===== config.mk =====
export PLATFORM = sky130hd
export DESIGN_NAME = cache_bus1_frontend
export DESIGN_NICKNAME = d
export VERILOG_FILES = /design/src/rtl/cache_bus_pkg.sv /design/src/rtl/cache_bus1_frontend.sv
export SDC_FILE = /design/constraint.sdc
export NUM_CORES = 1
export LEC_CHECK = 0
export BUFFER_PORTS_ARGS = -buffer_cell sky130_fd_sc_hd__buf_4
export CAP_MARGIN = 20
export CORE_ASPECT_RATIO = 2
export CORE_UTILIZATION = 47
export DETAILED_ROUTE_END_ITERATION = 12
export MAX_ROUTING_LAYER = met4
export PLACE_DENSITY = 0.8
export SYNTH_ARGS = -nofsm -noshare
export SYNTH_HDL_FRONTEND = slang
export SYNTH_SLANG_ARGS = --single-unit
export TNS_END_PERCENT = 20

===== constraint.sdc =====
create_clock -name clk -period 2.2 [get_ports clk]
set_input_delay 0.22 -clock clk [delete_from_list [all_inputs] [get_ports clk]]
set_output_delay 0.22 -clock clk [all_outputs]
set_load 0.02 [all_outputs]

===== src/rtl/cache_bus_pkg.sv =====
// Shared bus1 definitions: bus-size constants, command codes and frontend FSM states.
package cache_bus_pkg;

  localparam int unsigned BUS1_ADDR_W   = 14;
  localparam int unsigned BUS1_OFFSET_W = 4;
  localparam int unsigned BUS1_DATA_W   = 16;
  localparam int unsigned BUS1_CTRL_W   = 3;
  localparam int unsigned LINE_BYTES    = 16;

  typedef enum logic [2:0] {
    CMD_NOP      = 3'd0,
    CMD_READ8    = 3'd1,
    CMD_READ16   = 3'd2,
    CMD_READ32   = 3'd3,
    CMD_INV_LINE = 3'd4,
    CMD_WRITE8   = 3'd5,
    CMD_WRITE16  = 3'd6,
    CMD_WRITE32  = 3'd7
  } cmd_e;

  // Slave-driven response code shares its encoding with WRITE32.
  localparam logic [2:0] CMD_RESPONSE = 3'd7;

  typedef enum logic [2:0] {
    ST_IDLE,
    ST_ADDR2,
    ST_REQ,
    ST_WAIT,
    ST_RESP1,
    ST_RESP2,
    ST_RELEASE
  } state_e;

endpackage


===== src/rtl/cache_bus1_frontend.sv =====
// Bus1 slave frontend: collects a two-cycle bus command, hands it to the cache core,
// and returns the core's completion as one or two RESPONSE beats.
module cache_bus1_frontend
  import cache_bus_pkg::*;
#(
  parameter int unsigned ADDR1_W  = BUS1_ADDR_W,
  parameter int unsigned OFFSET_W = BUS1_OFFSET_W,
  parameter int unsigned DATA1_W  = BUS1_DATA_W,
  parameter int unsigned CTR1_W   = BUS1_CTRL_W
) (
  input  logic                        clk,
  input  logic                        reset_n,
  input  logic [ADDR1_W-1:0]          a1_in,
  input  logic [DATA1_W-1:0]          d1_in,
  input  logic [CTR1_W-1:0]           c1_in,
  output logic [DATA1_W-1:0]          d1_out,
  output logic                        d1_oe,
  output logic [CTR1_W-1:0]           c1_out,
  output logic                        c1_oe,
  output logic                        req_valid,
  input  logic                        req_ready,
  output logic [CTR1_W-1:0]           req_cmd,
  output logic [ADDR1_W+OFFSET_W-1:0] req_addr,
  output logic [2*DATA1_W-1:0]        req_wdata,
  input  logic                        resp_valid,
  input  logic [2*DATA1_W-1:0]        resp_rdata
);

  localparam int unsigned WDATA_W = 2 * DATA1_W;

  state_e               state_q, state_d;
  logic [CTR1_W-1:0]    cmd_q, cmd_d;
  logic [ADDR1_W-1:0]   tag_q, tag_d;
  logic [OFFSET_W-1:0]  off_q, off_d;
  logic [DATA1_W-1:0]   wlo_q, wlo_d;
  logic [DATA1_W-1:0]   whi_q, whi_d;
  logic [WDATA_W-1:0]   rdata_q, rdata_d;

  logic [DATA1_W-1:0]   d1_out_d;
  logic                 d1_oe_d;
  logic [CTR1_W-1:0]    c1_out_d;
  logic                 c1_oe_d;
  logic                 req_valid_d;
  logic                 cmd_is_read;
  logic                 in_resp_d;

  assign cmd_is_read = (cmd_q == CTR1_W'(CMD_READ8))  ||
                       (cmd_q == CTR1_W'(CMD_READ16)) ||
                       (cmd_q == CTR1_W'(CMD_READ32));

  // Next-state, latched-request and next-output computation.
  always_comb begin
    state_d  = state_q;
    cmd_d    = cmd_q;
    tag_d    = tag_q;
    off_d    = off_q;
    wlo_d    = wlo_q;
    whi_d    = whi_q;
    rdata_d  = rdata_q;

    case (state_q)
      ST_IDLE: begin
        if (c1_in == CTR1_W'(CMD_INV_LINE)) begin
          cmd_d   = c1_in;
          tag_d   = a1_in;
          off_d   = '0;
          wlo_d   = '0;
          whi_d   = '0;
          state_d = ST_REQ;
        end else if (c1_in != CTR1_W'(CMD_NOP)) begin
          cmd_d   = c1_in;
          tag_d   = a1_in;
          off_d   = '0;
          wlo_d   = d1_in;
          state_d = ST_ADDR2;
        end
      end
      ST_ADDR2: begin
        off_d   = a1_in[OFFSET_W-1:0];
        whi_d   = d1_in;
        state_d = ST_REQ;
      end
      ST_REQ: begin
        if (req_ready) state_d = ST_WAIT;
      end
      ST_WAIT: begin
        if (resp_valid) begin
          rdata_d = resp_rdata;
          state_d = ST_RESP1;
        end
      end
      ST_RESP1: state_d = (cmd_q == CTR1_W'(CMD_READ32)) ? ST_RESP2 : ST_RELEASE;
      ST_RESP2: state_d = ST_RELEASE;
      ST_RELEASE: state_d = ST_IDLE;
      default:  state_d = ST_IDLE;
    endcase

    in_resp_d   = (state_d == ST_RESP1) || (state_d == ST_RESP2);
    req_valid_d = (state_d == ST_REQ);
    c1_oe_d     = (state_d == ST_REQ) || (state_d == ST_WAIT) || in_resp_d;
    c1_out_d    = in_resp_d ? CTR1_W'(CMD_RESPONSE) : CTR1_W'(CMD_NOP);
    d1_oe_d     = in_resp_d && cmd_is_read;
    d1_out_d    = '0;
    if (d1_oe_d) begin
      // First beat reads the freshly captured word; second beat the stored high half.
      d1_out_d = (state_d == ST_RESP1) ? rdata_d[DATA1_W-1:0]
                                       : rdata_q[WDATA_W-1:DATA1_W];
    end
  end

  always_ff @(posedge clk or negedge reset_n) begin
    if (!reset_n) begin
      state_q   <= ST_IDLE;
      cmd_q     <= '0;
      tag_q     <= '0;
      off_q     <= '0;
      wlo_q     <= '0;
      whi_q     <= '0;
      rdata_q   <= '0;
      d1_out    <= '0;
      d1_oe     <= 1'b0;
      c1_out    <= CTR1_W'(CMD_NOP);
      c1_oe     <= 1'b0;
      req_valid <= 1'b0;
    end else begin
      state_q   <= state_d;
      cmd_q     <= cmd_d;
      tag_q     <= tag_d;
      off_q     <= off_d;
      wlo_q     <= wlo_d;
      whi_q     <= whi_d;
      rdata_q   <= rdata_d;
      d1_out    <= d1_out_d;
      d1_oe     <= d1_oe_d;
      c1_out    <= c1_out_d;
      c1_oe     <= c1_oe_d;
      req_valid <= req_valid_d;
    end
  end

  assign req_cmd   = cmd_q;
  assign req_addr  = {tag_q, off_q};
  assign req_wdata = {whi_q, wlo_q};

endmodule


==> flow_summary.json, run 1 <==
{
  "status": "complete, no violations",
  "ys_ff_latch": 92,
  "tns_ns": 0,
  "worstHoldPathType": "input port to register",
  "yosysUniqueCellTypes": 34,
  "worst_setup_path_end_kind": "register",
  "seqPwrFrac_pct": 36.0,
  "internal_power_mw": 4.84,
  "syn_inst": 311,
  "grt_pass1_vias": 3026,
  "rsz0062_at_grt": "no",
  "finalInstanceArea_sq_um": 5100,
  "cts_root_buf": "clkbuf_16",
  "sw_frac_of_total_pct": 36.5,
  "core_sq_um": 7320,
  "drive_gt1_share_pct": 40.6,
  "critPathLaunch": "state_q[1]",
  "syn_area_sq_um": 3600,
  "row_count": 44,
  "diodes": 0,
  "die_area_sq_um": 8040,
  "p_leak_nw": 2.66,
  "ys_seq_area_share_pct": 63.9,
  "fin_crit_ns": 1.84,
  "cp.required_ns": 2.46,
  "wl_per_cell_um": 15.4,
  "arrival_ns": 2.10,
  "die_w_um": 63.9,
  "antenna_left": 0,
  "p_switching_mw": 2.78,
  "fin_crit_sh_pct": 83.8,
  "dpl_cell_area_sq_um": 4770,
  "synth_nets": 381,
  "async_flop_share_pct": 100,
  "grt_pass1_wl_um": 14000,
  "start_util_pct": 49.2,
  "hold_violations": 0,
  "htreeDepth": 3,
  "grtUsageMet1_pct": 24.4,
  "met2_usage_pct": 41.7,
  "clock_skew_ns": 0.00644,
  "drt_iter0_markers": 195,
  "place.gp.congestion": 0.900,
  "hp-start": "resp_rdata[19]",
  "relSlewSlack_pct": 60.1,
  "synth_warnings": 0,
  "ir_drop_uv": 1070,
  "clockBufferDepth": 2,
  "port_buffers": 143,
  "worst_pin_slew_ns": 0.598,
  "grt-busiest-layer": "met2",
  "timing.fmax_mhz": 542,
  "cts_setup_buffers": 0,
  "remaining_drc_errors": 0,
  "grt_max_degree": 49,
  "wl_um": 8490,
  "synthFlopType": "dfrtp_1",
  "finalNetCount": 526,
  "hold_buffers": 1,
  "combPwrFrac_pct": 43.3,
  "antenna_found_initial": 0,
  "path_max_fanout": 17,
  "place_hpwl_um": 6190,
  "gr-total-overflow": 0,
  "clk_latency_ns": 0.33,
  "ios": 144,
  "die_height_um": 126,
  "final-setup-viol-count": 0,
  "worstReg2RegStart": "state_q[1]",
  "postSynthAreaPerCell_sq_um": 11.6,
  "path_clk_slew_ns": 0.06,
  "synth-edff-count": 0,
  "max-cap-violations": 0,
  "syn2layout_area_growth_pct": 41.5,
  "post_cts_resized": 0,
  "cts_tree": "yes",
  "clock-sinks": 92,
  "p_clk_share_pct": 20.6,
  "use_met3_pct": 5.43,
  "routed-via-count": 2820,
  "cts_inserted_buffers": 9,
  "pwr_density_cell_nw_per_um2": 1490,
  "worstSetupPathType": "register to register",
  "via_per_inst": 5.10,
  "grt_usage_pct": 23.7,
  "cp-start-kind": "register",
  "slew_violations": 0,
  "drt-pass1-iter-count": 4
}
==> synth_stat cells (all sizes together) (4+ instances only) <==
cell type / n / share of area (%)
o2bb2ai: 4 / 0.97
clkbuf: 5 / 0.52
mux2: 16 / 5.0
nand2: 86 / 9.0
mux2i: 16 / 4.4
inv: 20 / 2.1
a22o: 16 / 3.9
buf: 14 / 2.5
dfrtp: 92 / 64
a21oi: 16 / 2.2
==> area by class of cell <==
type | instances | area [sq um]
clock buffer | 13 | 270
inverter | 20 | 75.1
timing repair buffer | 153 | 1160
multi-input combinational | 180 | 1130
fill | 574 | 2220
sequential | 92 | 2300
clock inverter | 3 | 43.8
tap | 92 | 115
==> registers in the layout, indices dropped and copies added (netlist names) <==
signal	count
rdata_q	16
off_q	4
req_valid	1
req_cmd	3
wlo_q	16
d1_out	16
d1_oe	1
whi_q	16
c1_out	1
c1_oe	1
tag_q	14
state_q	3
==> power groups by stage <==
stage          Clock (mW)  Sequential [mW]  Combinational, mW
2_1_floorplan           0             3.33               1.41
3_3_place_gp            0             2.73               3.25
4_1_cts              1.61             2.74               3.35
6_report             1.57             2.74               3.30
3_5_place_dp            0             2.77               3.33
5_1_grt              1.69             2.82               3.56
==> layout by cell type, fill, tap and decap left out, types with 2 or more instances in the layout <==
| cell | count |
|---|---|
| a21oi_1 | 16 |
| a22o_1 | 16 |
| and2_1 | 2 |
| buf_4 | 151 |
| clkbuf_16 | 9 |
| clkbuf_8 | 3 |
| dfrtp_1 | 92 |
| inv_1 | 20 |
| mux2_2 | 15 |
| mux2i_1 | 16 |
| nand2_1 | 86 |
| nand2b_1 | 2 |
| nor2_1 | 2 |
| nor2b_1 | 2 |
| nor4_2 | 2 |
| o2bb2ai_1 | 4 |
==> through the flow <==
stage | worst slack [ns] | hold WS, ns | utilization, % | cells | power [mW]
after floorplan | 0.229 | -0.0756 | - | 311 | 4.74
after global placement | 0.432 | 0.247 | 65.2 | 536 | 5.98
after detailed placement | 0.367 | 0.257 | 65.2 | 536 | 6.10
after CTS | 0.338 | 0.0807 | 69.6 | 553 | 7.70
after global routing | 0.243 | 0.0736 | 69.6 | 553 | 8.07
final | 0.356 | 0.0876 | 69.6 | 553 | 7.62
==> cells by family after synthesis <==
family | after synthesis | synth area share [%]
AND/OR/NAND/NOR | 104 | 12.4
adder cells (fa/ha/maj) | 1 | 0.347
multiplexers | 32 | 9.44
AO/OA/AOI/OAI | 43 | 8.75
buffers and inverters | 39 | 5.14
flip-flops | 92 | 63.9
==> worst max-delay path: stages (launching register included) <==
cell      delay [ns]
dfrtp_1         0.48
nor2b_1         0.19
a22oi_1         0.33
and2_1          0.18
ha_1            0.16
o211ai_1        0.08
buf_4           0.20
a21oi_1         0.14
==> worst paths after layout <==
check                         endpoint  slack (ns)  cells past startpoint
min in group asynchronous  rdata_q[20]        0.43                      2
hold reg to reg            rdata_q[18]        0.46                      2
setup reg to reg            d1_out[13]        0.36                      7
max in group asynchronous   d1_out[14]        1.11                      3
hold / removal             rdata_q[19]        0.09                      3
setup / recovery            d1_out[13]        0.36                      7
==> layer usage <==
metal | wire (um) | share of wire, %
met4 | 214 | 2.5
met1 | 2980 | 35
met3 | 417 | 4.9
met5 | 0 | 0
met2 | 4880 | 57
No activity file was read; power rests on OpenSTA's default activity.
==> run 2: changes to the inputs <==
==> constraint.sdc (replaced) <==
create_clock -name clk -period 1.9 [get_ports clk]
set_input_delay 0.19 -clock clk [delete_from_list [all_inputs] [get_ports clk]]
set_output_delay 0.19 -clock clk [all_outputs]
set_load 0.02 [all_outputs]
==> flow_summary.json, run 2 (synthesis results as in run 1) <==
{
  "cts_root_buf": "clkbuf_16",
  "layout_commonest_cell": "buf_4",
  "wl_per_cell_um": 16.2,
  "p_leak_nw": 2.67,
  "cp-start-kind": "register",
  "clock-sinks": 92,
  "max-cap-violations": 0,
  "clk_latency_ns": 0.34,
  "grt_max_degree": 46,
  "place_hpwl_um": 6280,
  "syn2layout_area_growth_pct": 42.7,
  "finalNetCount": 528,
  "cts_setup_buffers": 0,
  "die_area_sq_um": 8040,
  "wl_met1_um": 3240,
  "core_sq_um": 7320,
  "worst_pin_slew_ns": 0.719,
  "gr-total-overflow": 0,
  "hp-start": "resp_rdata[23]",
  "grt_pass1_vias": 3011,
  "worst-path-buf-inv": 1,
  "ios": 144,
  "final_cell_mix": "buf_4 (151), dfrtp_1 (90), nand2_1 (86), inv_1 (20)",
  "worstPathCellList": "buf_4 > nand4b_1 > nand2_1 > a21oi_1",
  "wl_um": 8970,
  "start_util_pct": 49.2,
  "slew_violations": 0,
  "path_clk_slew_ns": 0.06,
  "die_w_um": 63.9,
  "drt_iter0_markers": 179,
  "cts_inserted_buffers": 9,
  "crit_slowest_cell": "nand4b_1",
  "worstHoldPathType": "input port to register",
  "slowest_delay_ns": 0.59,
  "drt-pass1-iter-count": 4,
  "timing.fmax_mhz": 573,
  "final-setup-viol-count": 0,
  "status": "complete, no violations",
  "path_max_fanout": 16,
  "wl_met3_um": 440,
  "whs_ns": 0.0490,
  "ir_drop_uv": 1150,
  "top_layer": "met4",
  "worstSetupPathType": "register to register",
  "antenna_left": 0,
  "worst_setup_path_end_kind": "register",
  "port_buffers": 143,
  "critPathLaunch": "state_q[0]",
  "worstReg2RegStart": "state_q[0]",
  "diodes": 0,
  "hold_violations": 0,
  "fin_crit_sh_pct": 91.9,
  "drive_gt1_share_pct": 41.5,
  "fillCellCount": 569,
  "die_height_um": 126,
  "cp_top_family": "simple AND/OR/NAND/NOR gates",
  "grt_usage_pct": 24.7,
  "cts_tree": "yes",
  "antenna_found_initial": 0,
  "relSlewSlack_pct": 51.8,
  "met2_length_um": 5130,
  "clockBufferDepth": 2,
  "row_count": 44,
  "rsz0062_at_grt": "no",
  "tns_ns": 0,
  "arrival_ns": 1.96,
  "fin_crit_ns": 1.75,
  "routed-via-count": 2828,
  "cp.required_ns": 2.11,
  "grt_pass1_wl_um": 14500,
  "clock_skew_ns": 0.00666,
  "pwr_density_cell_nw_per_um2": 1740,
  "htreeDepth": 3,
  "remaining_drc_errors": 0,
  "place.gp.congestion": 0.927,
  "via_per_inst": 5.10
}
-- run 2: cell count changes in the layout (fill, tap and decap cells not counted), sizes merged --
| cell | delta |
|---|---|
| buf | +2 |
| clkinvlp | +1 |
| clkbuf | -1 |
-- run 2: worst paths after layout --
path / depth (start not counted) / slack, ns / endpoint
max in group asynchronous: 3 / 0.97 / state_q[1]
hold / removal: 3 / 0.05 / rdata_q[23]
min in group asynchronous: 2 / 0.31 / rdata_q[23]
hold reg to reg: 2 / 0.46 / rdata_q[18]
setup / recovery: 4 / 0.15 / d1_out[11]
setup reg to reg: 4 / 0.15 / d1_out[11]
-- run 2: stage by stage --
step | cells | worst slack [ns] | util (%) | total power, mW | cell area (sq um)
CTS | 555 | 0.0788 | 70.2 | 9.01 | 5140
detailed placement | 538 | 0.140 | 65.9 | 7.17 | 4820
global placement | 538 | 0.215 | 65.9 | 7.04 | 4820
floorplan | 311 | 0.0211 | - | 5.52 | 3620
global route | 555 | 0.0170 | 70.2 | 9.43 | 5140
finish | 555 | 0.154 | 70.2 | 8.95 | 5140
-- run 2: power breakdown --
group          switching (mW)  leakage, nW  internal, mW
Clock                   0.708        0.149          1.09
Sequential              0.453         1.16          2.75
Combinational            2.14         1.36          1.81
-- run 2: timing repair --
item | in CTS | in global routing
endpoints found under the setup margin | 0 | 17
hold endpoints to repair | 26 | 0
gates resized for setup | 0 | 2
hold buffers | 1 | 0
-- run 2: routing by layer --
layer | vias up | track usage [%]
met5 | - | -
met4 | 0 | 11.0
met3 | 14 | 5.07
met2 | 99 | 42.4
met1 | 1399 | 27.1
li1 | 1316 | -
-- run 2: area by class of cell --
type | instances | area [sq um] | area share, %
Sequential cell | 92 | 2300 | 44.8
Clock buffer | 12 | 256 | 4.99
Inverter | 20 | 75.1 | 1.46
Multi-Input combinational cell | 180 | 1140 | 22.1
Clock inverter | 4 | 47.5 | 0.925
Tap cell | 92 | 115 | 2.24
Timing Repair Buffer | 155 | 1200 | 23.4
-- run 2: tightest hold or removal path: stages --
cell and delay, ns:
buf_4 0.07, nand2_1 0.04, nand2_1 0.05
==> run 3: changes to the inputs <==
--- a/config.mk
+++ b/config.mk
@@ -7,7 +7,7 @@
 export LEC_CHECK = 0
 export BUFFER_PORTS_ARGS = -buffer_cell sky130_fd_sc_hd__buf_4
 export CAP_MARGIN = 20
-export CORE_ASPECT_RATIO = 2
+export CORE_MARGIN = 10
 export CORE_UTILIZATION = 47
 export DETAILED_ROUTE_END_ITERATION = 12
 export MAX_ROUTING_LAYER = met4
==> flow_summary.json, run 3 (synthesis results as in run 1) <==
{
  "wl_um": 9490,
  "fin_ws_ns": 0.123,
  "drive_gt1_share_pct": 41.7,
  "worstSetupPathType": "register to register",
  "die_area_sq_um": 11600,
  "fin_crit_ns": 1.78,
  "diodes": 0,
  "path_max_fanout": 17,
  "place_hpwl_um": 7090,
  "via_per_inst": 4.93,
  "final-setup-viol-count": 0,
  "worst_pin_slew_ns": 0.498,
  "cts_tree": "yes",
  "crit_cells": 7,
  "row_count": 31,
  "ir_drop_uv": 899,
  "worst_setup_path_end_kind": "register",
  "clk_latency_ns": 0.34,
  "place.gp.congestion": 0.819,
  "sw_frac_of_total_pct": 38.9,
  "routed-via-count": 2768,
  "clock_skew_ns": 0.00949,
  "arrival_ns": 2.00,
  "fin_crit_sh_pct": 93.5,
  "crit_slowest_cell": "dfrtp_1",
  "ios": 144,
  "combPwrFrac_pct": 46.4,
  "worstPathCellList": "nor2b_1 > a22oi_1 > and2_1 > ha_1 > o211ai_1 > buf_4 > a21oi_1",
  "max-cap-violations": 0,
  "finalNetCount": 528,
  "clockBufferDepth": 2,
  "seqPwrFrac_pct": 38.0,
  "start_util_pct": 48.9,
  "fillCellCount": 586,
  "cts_inserted_buffers": 9,
  "core_sq_um": 7370,
  "stdcell_count": 562,
  "p_clk_share_pct": 15.6,
  "rr_worst_depth": 7,
  "dp_worst_setup_slack_ns": 0.109,
  "gr-total-overflow": 0,
  "dp_cells": 545,
  "grt_pass1_wl_um": 15200,
  "worstReg2RegStart": "state_q[1]",
  "final_cell_mix": "buf_4 (153), dfrtp_1 (91), nand2_1 (86), inv_1 (20)",
  "grt_max_degree": 93,
  "remaining_drc_errors": 0,
  "drt_iter0_markers": 80,
  "grt_pass1_vias": 3051,
  "clock-sinks": 92,
  "wl_per_cell_um": 16.9,
  "critPathLaunch": "state_q[1]",
  "layout_commonest_cell": "buf_4",
  "worstReg2RegEnd": "d1_out[15]",
  "die_w_um": 108,
  "htreeDepth": 3,
  "slew_violations": 0,
  "internal_power_mw": 5.13,
  "drt-pass1-iter-count": 4,
  "pwr_density_cell_nw_per_um2": 1670,
  "cp_top_family": "flip-flops",
  "cp.required_ns": 2.12,
  "antenna_left": 0,
  "antenna_found_initial": 0,
  "worst-path-buf-inv": 1,
  "die_height_um": 108,
  "tns_ns": 0,
  "worstHoldPathType": "input port to register",
  "p_switching_mw": 3.27,
  "r2r_slack_ns": 0.12,
  "slowest_delay_ns": 0.53,
  "rsz0062_at_grt": "no",
  "whs_ns": 0.0375,
  "p_leak_nw": 2.62,
  "cp-endpoint": "d1_out[15]",
  "grt_usage_pct": 16.8,
  "hold_violations": 0,
  "cp-start-kind": "register",
  "syn2layout_area_growth_pct": 39.4,
  "status": "complete, no violations",
  "relSlewSlack_pct": 66.8,
  "timing.fmax_mhz": 563,
  "cts_root_buf": "clkbuf_8",
  "path_clk_slew_ns": 0.09,
  "port_buffers": 143
}
run 3: cell types whose count changed in the layout (fill, tap and decap cells not counted), sizes merged:
cell,previous run,this run
clkinv,2,4
inv,20,22
clkbuf,12,9
clkinvlp,1,0
run 3: worst min-delay path by stage:
stage	slack, ns	to	cells after the start	startpoint
global placement	0.27	whi_q[9]	2	reset_n
floorplan	-0.11	c1_oe	0	reset_n
detailed placement	0.28	wlo_q[9]	2	reset_n
finish	0.04	rdata_q[26]	3	resp_rdata[26]
CTS	0.02	rdata_q[27]	3	resp_rdata[27]
global route	0.03	rdata_q[30]	3	resp_rdata[30]
run 3: power groups by stage:
stage / registers (mW) / logic (mW) / clock network [mW]
6_report: 3.19 / 3.90 / 1.31
3_5_place_dp: 3.21 / 3.95 / 0
5_1_grt: 3.28 / 4.21 / 1.44
3_3_place_gp: 3.17 / 3.85 / 0
4_1_cts: 3.19 / 3.96 / 1.35
2_1_floorplan: 3.86 / 1.66 / 0
run 3: cell type report:
type,count,area [sq um],area share (%)
multi-input combinational,180,1140,22.7
sequential,92,2300,45.9
timing repair buffer,155,1180,23.5
clock inverter,7,75.1,1.49
tap,99,124,2.47
inverter,20,75.1,1.49
clock buffer,9,124,2.47
run 3: worst register-to-register path, delay by kind of cell (launching register included):
kind                     cells  cell delay, ns
AO/OA/AOI/OAI                3            0.28
buffers and inverters        1            0.25
flip-flops                   1            0.53
adder cells (fa/ha/maj)      1            0.21
AND/OR/NAND/NOR              2            0.40
run 3: per-layer routing:
metal	vias to the layer above	GRT usage [%]	routed length (um)
li1	1315	-	-
met1	1350	19.4	3890
met2	94	27.5	4810
met3	9	4.55	645
met4	0	6.39	146
met5	-	-	0
run 3: what timing repair did:
action | in CTS | in global routing
hold endpoints to repair | 92 | 0
setup buffers | 0 | 0
setup endpoints to repair | 0 | 18
hold buffers | 1 | 0
resized for setup | 0 | 2
run 3: per-stage QoR:
step	util (%)	area (sq um)	total power [mW]
2_1_floorplan	-	3620	5.52
3_3_place_gp	65.2	4810	7.02
3_5_place_dp	65.2	4810	7.17
4_1_cts	68.1	5020	8.50
5_1_grt	68.1	5020	8.94
6_report	68.1	5020	8.40
